===== config.mk =====
export PLATFORM = sky130hd
export DESIGN_NAME = graph_lut_stream_engine_flat
export DESIGN_NICKNAME = d
export VERILOG_FILES = /design/src/rtl/graph_pkg.sv /design/src/rtl/graph_lut_stream_engine_if.sv /design/src/rtl/graph_lut_out_fifo.sv /design/src/rtl/graph_lut_stream_engine.sv /design/src/flat_wrapper.sv
export SDC_FILE = /design/constraint.sdc
export NUM_CORES = 1
export LEC_CHECK = 0
export ABC_AREA = 1
export CORE_ASPECT_RATIO = 2
export CORE_UTILIZATION = 49
export CTS_CLUSTER_SIZE = 16
export DETAILED_ROUTE_END_ITERATION = 7
export PLACE_DENSITY = 0.82
export SLEW_MARGIN = 5
export SYNTH_ARGS = -nofsm -noshare
export SYNTH_HDL_FRONTEND = slang
export SYNTH_SLANG_ARGS = --single-unit

===== constraint.sdc =====
create_clock -name clk -period 3.21 [get_ports clk]
set_clock_uncertainty 0.2 [all_clocks]
set_input_delay 0.642 -clock clk [delete_from_list [all_inputs] [get_ports clk]]
set_output_delay 0.642 -clock clk [all_outputs]
set_load 0.02 [all_outputs]

===== src/rtl/graph_pkg.sv =====
`default_nettype none
// ============================================================================
// Module : graph_pkg
// Brief  : Shared types and latency constants for the graph LUT stream engine.
// Rev    : 1.0
// ============================================================================
package graph_pkg;
   typedef enum logic [1:0] {
      IDLE  = 2'd0,
      RUN   = 2'd1,
      DRAIN = 2'd2
   } lut_eng_state_e;

   localparam int LUT_LATENCY = 1;
   localparam int MEM_LATENCY = 1;
   localparam int LUT_W       = 8;
   localparam int FIFO_W      = LUT_W + 1;
endpackage
`default_nettype wire


===== src/rtl/graph_lut_stream_engine_if.sv =====
`default_nettype none
// ============================================================================
// Module : graph_lut_stream_engine_if
// Brief  : Command, scratchpad, LUT and output-stream bundle of the engine.
// Rev    : 1.0
// ============================================================================
interface graph_lut_stream_engine_if
   import graph_pkg::*;
#(
   parameter int ADDR_W = 16,
   parameter int LEN_W  = 16
);
   logic              cmd_valid;
   logic              cmd_ready;
   logic [ADDR_W-1:0] cmd_src_addr;
   logic [LEN_W-1:0]  cmd_len;
   logic              mem_rd_en;
   logic [ADDR_W-1:0] mem_rd_addr;
   logic [LUT_W-1:0]  mem_rd_data;
   logic [LUT_W-1:0]  lut_addr;
   logic [LUT_W-1:0]  lut_data;
   logic              out_valid;
   logic              out_ready;
   logic [LUT_W-1:0]  out_data;
   logic              out_last;
   logic              busy;
   logic              done;

   modport master (
      input  cmd_valid, cmd_src_addr, cmd_len, mem_rd_data, lut_data, out_ready,
      output cmd_ready, mem_rd_en, mem_rd_addr, lut_addr, out_valid, out_data,
             out_last, busy, done
   );

   modport slave (
      output cmd_valid, cmd_src_addr, cmd_len, mem_rd_data, lut_data, out_ready,
      input  cmd_ready, mem_rd_en, mem_rd_addr, lut_addr, out_valid, out_data,
             out_last, busy, done
   );
endinterface
`default_nettype wire


===== src/rtl/graph_lut_out_fifo.sv =====
`default_nettype none
// ============================================================================
// Module : graph_lut_out_fifo
// Brief  : Synchronous FIFO with registered head and occupancy count.
// Rev    : 1.0
// ============================================================================
module graph_lut_out_fifo #(
   parameter int DEPTH = 4,
   parameter int WIDTH = 9,
   parameter int CNT_W = $clog2(DEPTH) + 1
) (
   input  logic             clk,
   input  logic             rst,
   input  logic             i_push,
   input  logic [WIDTH-1:0] i_data,
   input  logic             i_pop,
   output logic [WIDTH-1:0] o_data,
   output logic [CNT_W-1:0] o_count,
   output logic             o_empty
);
   localparam int c_PTR_W = $clog2(DEPTH);

   logic [WIDTH-1:0]   r_mem [DEPTH];
   logic [c_PTR_W-1:0] r_wr_ptr;
   logic [c_PTR_W-1:0] r_rd_ptr;
   logic [CNT_W-1:0]   r_count;
   logic               w_full;
   logic               w_do_push;
   logic               w_do_pop;

   assign w_full    = (r_count == CNT_W'(DEPTH));
   assign o_empty   = (r_count == '0);
   assign w_do_push = i_push && !w_full;
   assign w_do_pop  = i_pop && !o_empty;
   assign o_data    = r_mem[r_rd_ptr];
   assign o_count   = r_count;

   // Depth is a power of two, so pointers wrap by natural overflow.
   always_ff @(posedge clk or posedge rst) begin
      if (rst) begin
         for (int k = 0; k < DEPTH; k++) begin
            r_mem[k] <= '0;
         end
         r_wr_ptr <= '0;
         r_rd_ptr <= '0;
         r_count  <= '0;
      end else begin
         if (w_do_push) begin
            r_mem[r_wr_ptr] <= i_data;
            r_wr_ptr        <= r_wr_ptr + c_PTR_W'(1);
         end
         if (w_do_pop) begin
            r_rd_ptr <= r_rd_ptr + c_PTR_W'(1);
         end
         case ({w_do_push, w_do_pop})
            2'b10:   r_count <= r_count + CNT_W'(1);
            2'b01:   r_count <= r_count - CNT_W'(1);
            default: r_count <= r_count;
         endcase
      end
   end
endmodule
`default_nettype wire


===== src/rtl/graph_lut_stream_engine.sv =====
`default_nettype none
// ============================================================================
// Module : graph_lut_stream_engine
// Brief  : Streams scratchpad bytes through a registered LUT into an output FIFO.
// Rev    : 1.0
// ============================================================================
module graph_lut_stream_engine
   import graph_pkg::*;
#(
   parameter int ADDR_W     = 16,
   parameter int LEN_W      = 16,
   parameter int FIFO_DEPTH = 4
) (
   input  logic                       clk,
   input  logic                       rst,
   graph_lut_stream_engine_if.master  bus
);
   localparam int c_CNT_W = $clog2(FIFO_DEPTH) + 1;
   localparam int c_SUM_W = c_CNT_W + 1;
   localparam int c_PIPE  = MEM_LATENCY + LUT_LATENCY;

   lut_eng_state_e    r_state;
   logic [ADDR_W-1:0] r_src;
   logic [LEN_W-1:0]  r_len;
   logic [LEN_W-1:0]  r_issued;
   logic [c_PIPE-1:0] r_pipe_vld;
   logic [c_PIPE-1:0] r_pipe_last;
   logic              r_busy;
   logic              r_done;

   logic [c_CNT_W-1:0] w_fifo_count;
   logic [FIFO_W-1:0]  w_fifo_rdata;
   logic               w_fifo_empty;
   logic [c_SUM_W-1:0] w_inflight;
   logic               w_issue;
   logic               w_last_issue;
   logic               w_pop;

   // Reserve a FIFO slot for every element still travelling through mem/LUT.
   always_comb begin
      w_inflight = c_SUM_W'(w_fifo_count);
      for (int k = 0; k < c_PIPE; k++) begin
         w_inflight = w_inflight + c_SUM_W'(r_pipe_vld[k]);
      end
   end

   assign w_issue      = (r_state == RUN) && (w_inflight < c_SUM_W'(FIFO_DEPTH));
   assign w_last_issue = (r_issued == r_len - LEN_W'(1));
   assign w_pop        = bus.out_valid && bus.out_ready;

   assign bus.cmd_ready   = !r_busy;
   assign bus.busy        = r_busy;
   assign bus.done        = r_done;
   assign bus.mem_rd_en   = w_issue;
   assign bus.mem_rd_addr = r_src + ADDR_W'(r_issued);
   assign bus.lut_addr    = bus.mem_rd_data;
   assign bus.out_valid   = !w_fifo_empty;
   assign bus.out_data    = w_fifo_rdata[LUT_W-1:0];
   assign bus.out_last    = w_fifo_rdata[FIFO_W-1];

   always_ff @(posedge clk or posedge rst) begin
      if (rst) begin
         r_pipe_vld  <= '0;
         r_pipe_last <= '0;
      end else begin
         r_pipe_vld  <= {r_pipe_vld[c_PIPE-2:0], w_issue};
         r_pipe_last <= {r_pipe_last[c_PIPE-2:0], w_issue && w_last_issue};
      end
   end

   always_ff @(posedge clk or posedge rst) begin
      if (rst) begin
         r_state  <= IDLE;
         r_src    <= '0;
         r_len    <= '0;
         r_issued <= '0;
         r_busy   <= 1'b0;
         r_done   <= 1'b0;
      end else begin
         r_done <= 1'b0;
         case (r_state)
            IDLE: begin
               if (bus.cmd_valid) begin
                  if (bus.cmd_len == '0) begin
                     r_done <= 1'b1;
                  end else begin
                     r_src    <= bus.cmd_src_addr;
                     r_len    <= bus.cmd_len;
                     r_issued <= '0;
                     r_busy   <= 1'b1;
                     r_state  <= RUN;
                  end
               end
            end
            RUN: begin
               if (w_issue) begin
                  r_issued <= r_issued + LEN_W'(1);
                  if (w_last_issue) begin
                     r_state <= DRAIN;
                  end
               end
            end
            DRAIN: begin
               if (w_pop && bus.out_last) begin
                  r_done  <= 1'b1;
                  r_busy  <= 1'b0;
                  r_state <= IDLE;
               end
            end
            default: begin
               r_busy  <= 1'b0;
               r_state <= IDLE;
            end
         endcase
      end
   end

   graph_lut_out_fifo #(
      .DEPTH (FIFO_DEPTH),
      .WIDTH (FIFO_W),
      .CNT_W (c_CNT_W)
   ) u_out_fifo (
      .clk     (clk),
      .rst     (rst),
      .i_push  (r_pipe_vld[c_PIPE-1]),
      .i_data  ({r_pipe_last[c_PIPE-1], bus.lut_data}),
      .i_pop   (w_pop),
      .o_data  (w_fifo_rdata),
      .o_count (w_fifo_count),
      .o_empty (w_fifo_empty)
   );
endmodule
`default_nettype wire


===== src/flat_wrapper.sv =====
// flat-port wrapper written by rule: the top's interface ports become plain ports
module graph_lut_stream_engine_flat import graph_pkg::*;
#(
   parameter int ADDR_W     = 16,
   parameter int LEN_W      = 16,
   parameter int FIFO_DEPTH = 4
)
  (clk, rst, bus_cmd_valid, bus_cmd_src_addr, bus_cmd_len, bus_mem_rd_data, bus_lut_data, bus_out_ready, bus_cmd_ready, bus_mem_rd_en, bus_mem_rd_addr, bus_lut_addr, bus_out_valid, bus_out_data, bus_out_last, bus_busy, bus_done);
  graph_lut_stream_engine_if #(.ADDR_W(ADDR_W), .LEN_W(LEN_W)) bus_i ();
  input  logic clk;
  input  logic rst;
  input wire logic [$bits(bus_i.cmd_valid)-1:0] bus_cmd_valid;
  input wire logic [$bits(bus_i.cmd_src_addr)-1:0] bus_cmd_src_addr;
  input wire logic [$bits(bus_i.cmd_len)-1:0] bus_cmd_len;
  input wire logic [$bits(bus_i.mem_rd_data)-1:0] bus_mem_rd_data;
  input wire logic [$bits(bus_i.lut_data)-1:0] bus_lut_data;
  input wire logic [$bits(bus_i.out_ready)-1:0] bus_out_ready;
  output wire logic [$bits(bus_i.cmd_ready)-1:0] bus_cmd_ready;
  output wire logic [$bits(bus_i.mem_rd_en)-1:0] bus_mem_rd_en;
  output wire logic [$bits(bus_i.mem_rd_addr)-1:0] bus_mem_rd_addr;
  output wire logic [$bits(bus_i.lut_addr)-1:0] bus_lut_addr;
  output wire logic [$bits(bus_i.out_valid)-1:0] bus_out_valid;
  output wire logic [$bits(bus_i.out_data)-1:0] bus_out_data;
  output wire logic [$bits(bus_i.out_last)-1:0] bus_out_last;
  output wire logic [$bits(bus_i.busy)-1:0] bus_busy;
  output wire logic [$bits(bus_i.done)-1:0] bus_done;
  assign bus_i.cmd_valid = bus_cmd_valid;
  assign bus_i.cmd_src_addr = bus_cmd_src_addr;
  assign bus_i.cmd_len = bus_cmd_len;
  assign bus_i.mem_rd_data = bus_mem_rd_data;
  assign bus_i.lut_data = bus_lut_data;
  assign bus_i.out_ready = bus_out_ready;
  assign bus_cmd_ready = bus_i.cmd_ready;
  assign bus_mem_rd_en = bus_i.mem_rd_en;
  assign bus_mem_rd_addr = bus_i.mem_rd_addr;
  assign bus_lut_addr = bus_i.lut_addr;
  assign bus_out_valid = bus_i.out_valid;
  assign bus_out_data = bus_i.out_data;
  assign bus_out_last = bus_i.out_last;
  assign bus_busy = bus_i.busy;
  assign bus_done = bus_i.done;
  graph_lut_stream_engine #(.ADDR_W(ADDR_W), .LEN_W(LEN_W), .FIFO_DEPTH(FIFO_DEPTH)) u_core (.clk(clk), .rst(rst), .bus(bus_i));
endmodule

; Word-level counts from Yosys, hierarchy flattened
; Index checks and enable logic that the tools add are counted.
[op_classes]
magnitude_cmp = 4
add_sub_neg = 9
reduce_logical = 19
bitwise_logic = 4
div = 0
n_eq_ne = 11
n_shift = 0
n_mul = 0
muxes = 25
[op_table]
columns = op, n
row1 = 16-bit 2-to-1 mux, 3
row2 = 36-bit bitwise mux, 1
row3 = 16-bit one-hot mux with 2 select lines, 1
row4 = 9-bit 2-to-1 mux, 3
row5 = 9-bit binary-select mux with 2-bit select, 1
row6 = 9-bit demux with 2-bit select, 1
row7 = 16-bit by 1-bit adder with 16-bit output (second input constant), 1
row8 = 16-bit adder, 1
row9 = 16-bit == test, 1
row10 = 16-bit logical NOT, 1
row11 = 16-bit by 1-bit subtractor with 16-bit output (second input constant), 1
row12 = 2-bit 2-to-1 mux, 5
row13 = 4-bit AND reduction, 2
row14 = 1-bit logical AND, 7
row15 = 3-bit >= comparator (second input constant), 2
row16 = 1-bit 2-to-1 mux, 6
row17 = 2-bit by 1-bit != test with 1-bit output (second input constant), 3
row18 = 2-bit inverter with 3-bit output, 2
row19 = 2-bit one-hot mux with 3 select lines, 1
row20 = 3-bit one-hot mux with 2 select lines, 1
row21 = 5-bit AND reduction, 1
row22 = 2-bit by 1-bit adder with 2-bit output (second input constant), 2
row23 = 3-bit by 1-bit adder with 4-bit output, 1
row24 = 4-bit by 1-bit adder with 4-bit output, 1
row25 = 16 further kinds, 23
[totals]
ramBits = 0
in_bits = 52
regBits = 99
word_cells = 87
romBits = 0
latch_bits = 0
mem_count = 0

; Logic depth before layout (Yosys ltp)
[logic_depth]
depth_word = 7
mapped_depth = 14
mapped_depth_nobuf = 14

; By module
; From an unflattened synthesis, not the netlist that was laid out.
[unflattened]
cells_unflattened = 829
area_unflattened_um2 = 6261.0
[modules_own_cells]
columns = mod, seq_area_each_um2, n_inst, area_per_inst_um2, cells_per_inst
row1 = graph_lut_stream_engine, 1401.3, 1, 4048.9, 554
row2 = graph_lut_out_fifo, 1076.0, 1, 2212.1, 275

; Worst setup path before layout
; Ideal clock, no wire load.
[synth_path]
kind = register to output
startpoint = register u_core.r_issued[0]
endpoint = output bus_mem_rd_addr[10]
t_arrival_ps = 2058
stages_incl_launch_ff = 10
required_ps = 2368
n_path_buf = 0
slack_ps = 310
cell_sequence = dfrtp_1 > ha_1 > inv_1 > fa_1 > o21ai_2 > a21boi_0 > o21ai_1 > nand3_1 > nand2_1 > xor2_1
[synth_between]
elab_chain_cells = 1
[synth_lines]
columns = item, line
row1 = "start, declared", graph_lut_stream_engine.sv:25  ; logic [LEN_W-1:0] r_issued;
row2 = "start signal, assigned", graph_lut_stream_engine.sv:97  ; r_issued <= r_issued + LEN_W'(1);
row3 = 16-bit adder, graph_lut_stream_engine.sv:55  ; assign bus.mem_rd_addr = r_src + ADDR_W'(r_issued);
row4 = "end, declared", flat_wrapper.sv:20  ; output wire logic [$bits(bus_i.mem_rd_addr)-1:0] bus_mem_rd_addr;
; Every way passes these cells.

; Worst setup path after layout
[layout_path]
startpoint = register u_core.r_issued[0]
endpoint = output bus_mem_rd_addr[4]
; The elaborated chain is that of the path after synthesis.

==> summary.md <==
| Metric | Value |
|---|---|
| Status | `finished, final reports clean` |
| Post-DP HPWL | `11.26 mm` |
| Max stage delay cell, worst path | `fa_2` |
| Final hold vios | `0` |
| FP Rows | `56` |
| TritonCTS buffer count | `9` |
| PD cells | `1010 nW/um^2` |
| Combinational share of power | `0.564` |
| YS warnings | `0` |
| Initial antenna violation count | `0` |
| Post-route DRC | `0` |
| Internal Power | `between 0.004 and 0.005 W` |
| Number of cells on the critical path | `8` |
| Flop2flop setup slack | `0.88 ns` |
| Slew Limit Fails | `0` |
| Cell leakage power | `3.608 nW` |
| Initial Util | `0.5028` |
| Commonest register cell after synthesis | `dfrtp_1` |
| Final setup fails | `0` |
| Worst EP arrival | `around 2.3 ns` |
| Type of the most critical hold path | `reg2reg` |
| Worst setup path endpoint | `bus_mem_rd_addr[4]` |
| Peak Freq | `316.3 MHz` |
| Grt ovf | `0` |
| Fin cells | `about 1000` |
| Clock share of power | `0.147` |
| Sequential share of power | `0.289` |
| Core region area | `11700 sq um` |
| DR vias/cell | `approximately 5.3` |
| VDD IR max | `0.0006842 V` |
| Slew @ Worst Pin | `approximately 0.67 ns` |
| Vias in the first global route | `5427` |
| Max-slew headroom | `0.5525` |
| Area Overhead vs Synth | `24.73%` |
| Post-synth EDFFs | `0` |
| Sum Neg Setup Slack | `0 ns` |
| Worst-case reg-to-reg path depth | `8` |
| Post-placement setup slack | `-0.2599 ns` |
| Max cap viols | `0` |
| First-pass iteration count of the detailed router | `4` |
| I/O pin total | `90` |
| Fin area | `7338 sq um` |
| Die ar. | `12480 sq um` |
| Hold-fix buffers, CTS | `0` |
| # diodes | `0` |
| Synthesized Nets | `830` |
| CP Data Required Time | `2.37 ns` |
| Global Route Usage Sum | `0.2569` |
| Die Y | `157.0 um` |
| First-pass GRT wire length | `24.61 mm` |
| Mean post-synth cell area | `7.813 sq um` |
| Post-layout min period | `approximately 3.2 ns` |
| Crit path cell chain | `ha_2 -> inv_2 -> fa_2 -> o21ai_4 -> buf_6 -> buf_4 -> xor2_1 -> clkdlybuf4s15_1` |
| Input/output buffers | `73` |
| Synthesized cell area | `5883 sq um` |
| Leading cell type in the layout, fill and taps excluded | `nand2_1` |
| Sw Ratio | `0.4519` |
| Crit path buf inv count | `4` |
| Async set or reset register ratio after synthesis | `1.000` |
| Largest net degree at the start of global routing | `41` |
| Detail Route Antenna Nets | `0` |
| RSZ-0062 raised after global routing | `yes` |
| Clk sink count | `99` |
| Reg-to-reg endpoint | `u_core.r_issued[14]` |
| WS Path Type | `reg2out` |
| Most frequent cells in the layout | `nand2_1, dfrtp_1, o21ai_0` |
| Crit share post-route | `0.9850` |
| Yosys reg bits | `99` |
| Gp weighted congestion | `0.8693` |
| Cells after Synth | `about 750` |
| Worst-path clk slew | `0.07 ns` |
| Placed insts | `a little under 1000` |
| CP max stage delay | `0.39 ns` |
| Clk buf depth | `2` |
| CTS tree | `yes` |
| Die Wd | `79.48 um` |
| Final setup margin | `0.04817 ns` |
| Crit Reg-Reg Startpoint | `u_core.u_out_fifo.o_count[0]` |
| Crit-path leading delay family | `buffers and inverters` |
| Clk_lat worst skew | `0.36 ns` |
| Critical Path Source Type | `register` |
| Seq/Total Area, Yosys | `0.4211` |
| Layout cells sized above 1 | `0.1282` |
| Vias | `5328` |
| Initial DRC count | `247` |
| H-tree levels | `3` |
| CP Launch Point | `u_core.r_issued[0]` |
| Type of element capturing the critical path | `output pin` |
| CTS root buffer | `clkbuf_16` |
| DP Area | `roughly 6900 sq um` |
| Crit-path max FO | `2` |
| Sw Pwr | `0.003351 W` |
| Nets | `930` |
| WL/cell | `14.81 um` |
| Synth cell types | `42` |
| Drt total wl | `14.85 mm` |
## power by group through the flow
| stage | clock (W) | combinational (W) | sequential [W] |
|---|---|---|---|
| floorplan | 0 | 0.00263 | 0.00206 |
| global placement | 0 | 0.00402 | 0.00212 |
| detailed placement | 0 | 0.00411 | 0.00214 |
| CTS | 0.00111 | 0.00412 | 0.00212 |
| global route | 0.00117 | 0.00462 | 0.00220 |
| finish | 0.00109 | 0.00418 | 0.00214 |
## state kept, by name, summed over array words and instances, names as in the netlist
name,flops
u_core.u_out_fifo.r_mem,36
u_core.r_issued,16
u_core.r_len,16
u_core.r_src,16
u_core.u_out_fifo.o_count,3
u_core.r_pipe_last,2
u_core.r_pipe_vld,2
u_core.r_state,2
u_core.u_out_fifo.r_rd_ptr,2
u_core.u_out_fifo.r_wr_ptr,2
u_core.bus.busy,1
u_core.bus.done,1
## stage by stage
| stage | utilization | hold WS (ns) | total power, W |
|---|---|---|---|
| final | 0.6271 | 0.1654 | 0.007415 |
| after global placement | 0.5939 | 0.1422 | 0.006135 |
| after floorplan | - | 0.1312 | 0.004690 |
| after CTS | 0.6223 | 0.1609 | 0.007360 |
| after global routing | 0.6271 | 0.1619 | 0.007995 |
| after detailed placement | 0.5939 | 0.1419 | 0.006248 |
## how the worst min path moves through the flow
stage                                      from               endpoint  slack [ns]  depth (start not counted)
after floorplan           u_core.r_pipe_last[0]  u_core.r_pipe_last[1]        0.13                          0
after global placement    u_core.r_pipe_last[0]  u_core.r_pipe_last[1]        0.14                          0
after detailed placement  u_core.r_pipe_last[0]  u_core.r_pipe_last[1]        0.14                          0
after CTS                 u_core.r_pipe_last[0]  u_core.r_pipe_last[1]        0.16                          0
after global routing      u_core.r_pipe_last[0]  u_core.r_pipe_last[1]        0.16                          0
final                     u_core.r_pipe_last[0]  u_core.r_pipe_last[1]        0.17                          0
## cells in the mapped netlist, drive strengths merged, types with 2 or more instances
| master | n | area, sq um |
|---|---|---|
| nand3 | 23 | 120.1 |
| xnor2 | 13 | 113.9 |
| nand4 | 6 | 37.54 |
| o31ai | 9 | 81.33 |
| a21oi | 24 | 120.1 |
| nand2 | 215 | 842.1 |
| nor2 | 75 | 331.6 |
| ha | 23 | 287.8 |
| buf | 17 | 121.4 |
| a21o | 2 | 15.01 |
| a21boi | 2 | 15.01 |
| nor3 | 11 | 55.05 |
| clkinv | 3 | 11.26 |
| xor2 | 28 | 245.2 |
| dfrtp | 99 | 2477 |
| nor4 | 5 | 37.53 |
| fa | 2 | 40.04 |
| inv | 77 | 289.0 |
| o21bai | 3 | 26.27 |
| o22ai | 8 | 50.05 |
| o21ai | 89 | 449.2 |
| nand3b | 7 | 52.55 |
| clkbuf | 8 | 31.28 |
## routing by layer
layer	GRT usage	wire, um	up-vias
li1	-	-	2643
met4	0.1697	839	0
met5	0	0	-
met1	0.2521	5371	2476
met2	0.4790	8194	145
met3	0.04058	445	64
## repair_timing
| action | 4_1_cts | 5_1_grt |
|---|---|---|
| cloned | 0 | 0 |
| buffers inserted | 1 | 3 |
| pin swaps | 2 | 5 |
| endpoints found under the setup margin | 12 | 10 |
| resized for setup | 46 | 15 |
## logic make-up after synthesis
logic type      after synthesis  share of synthesized area
simple gates                343                     0.2520
xor+xnor                     41                    0.06104
fa+ha+maj                    25                    0.05572
compound gates              140                     0.1331
flops                        99                     0.4211
buf+inv                     105                    0.07699
## cell type report
class | count | area (sq um)
Clock buffer | 9 | 225.2
Clock inverter | 7 | 80.08
Fill cell | 1030 | 4363
Inverter | 80 | 304.0
Multi-Input combinational cell | 549 | 3034
Sequential cell | 99 | 2477
Tap cell | 145 | 181.4
Timing Repair Buffer | 114 | 1036
(Power assumes the default switching activity.)
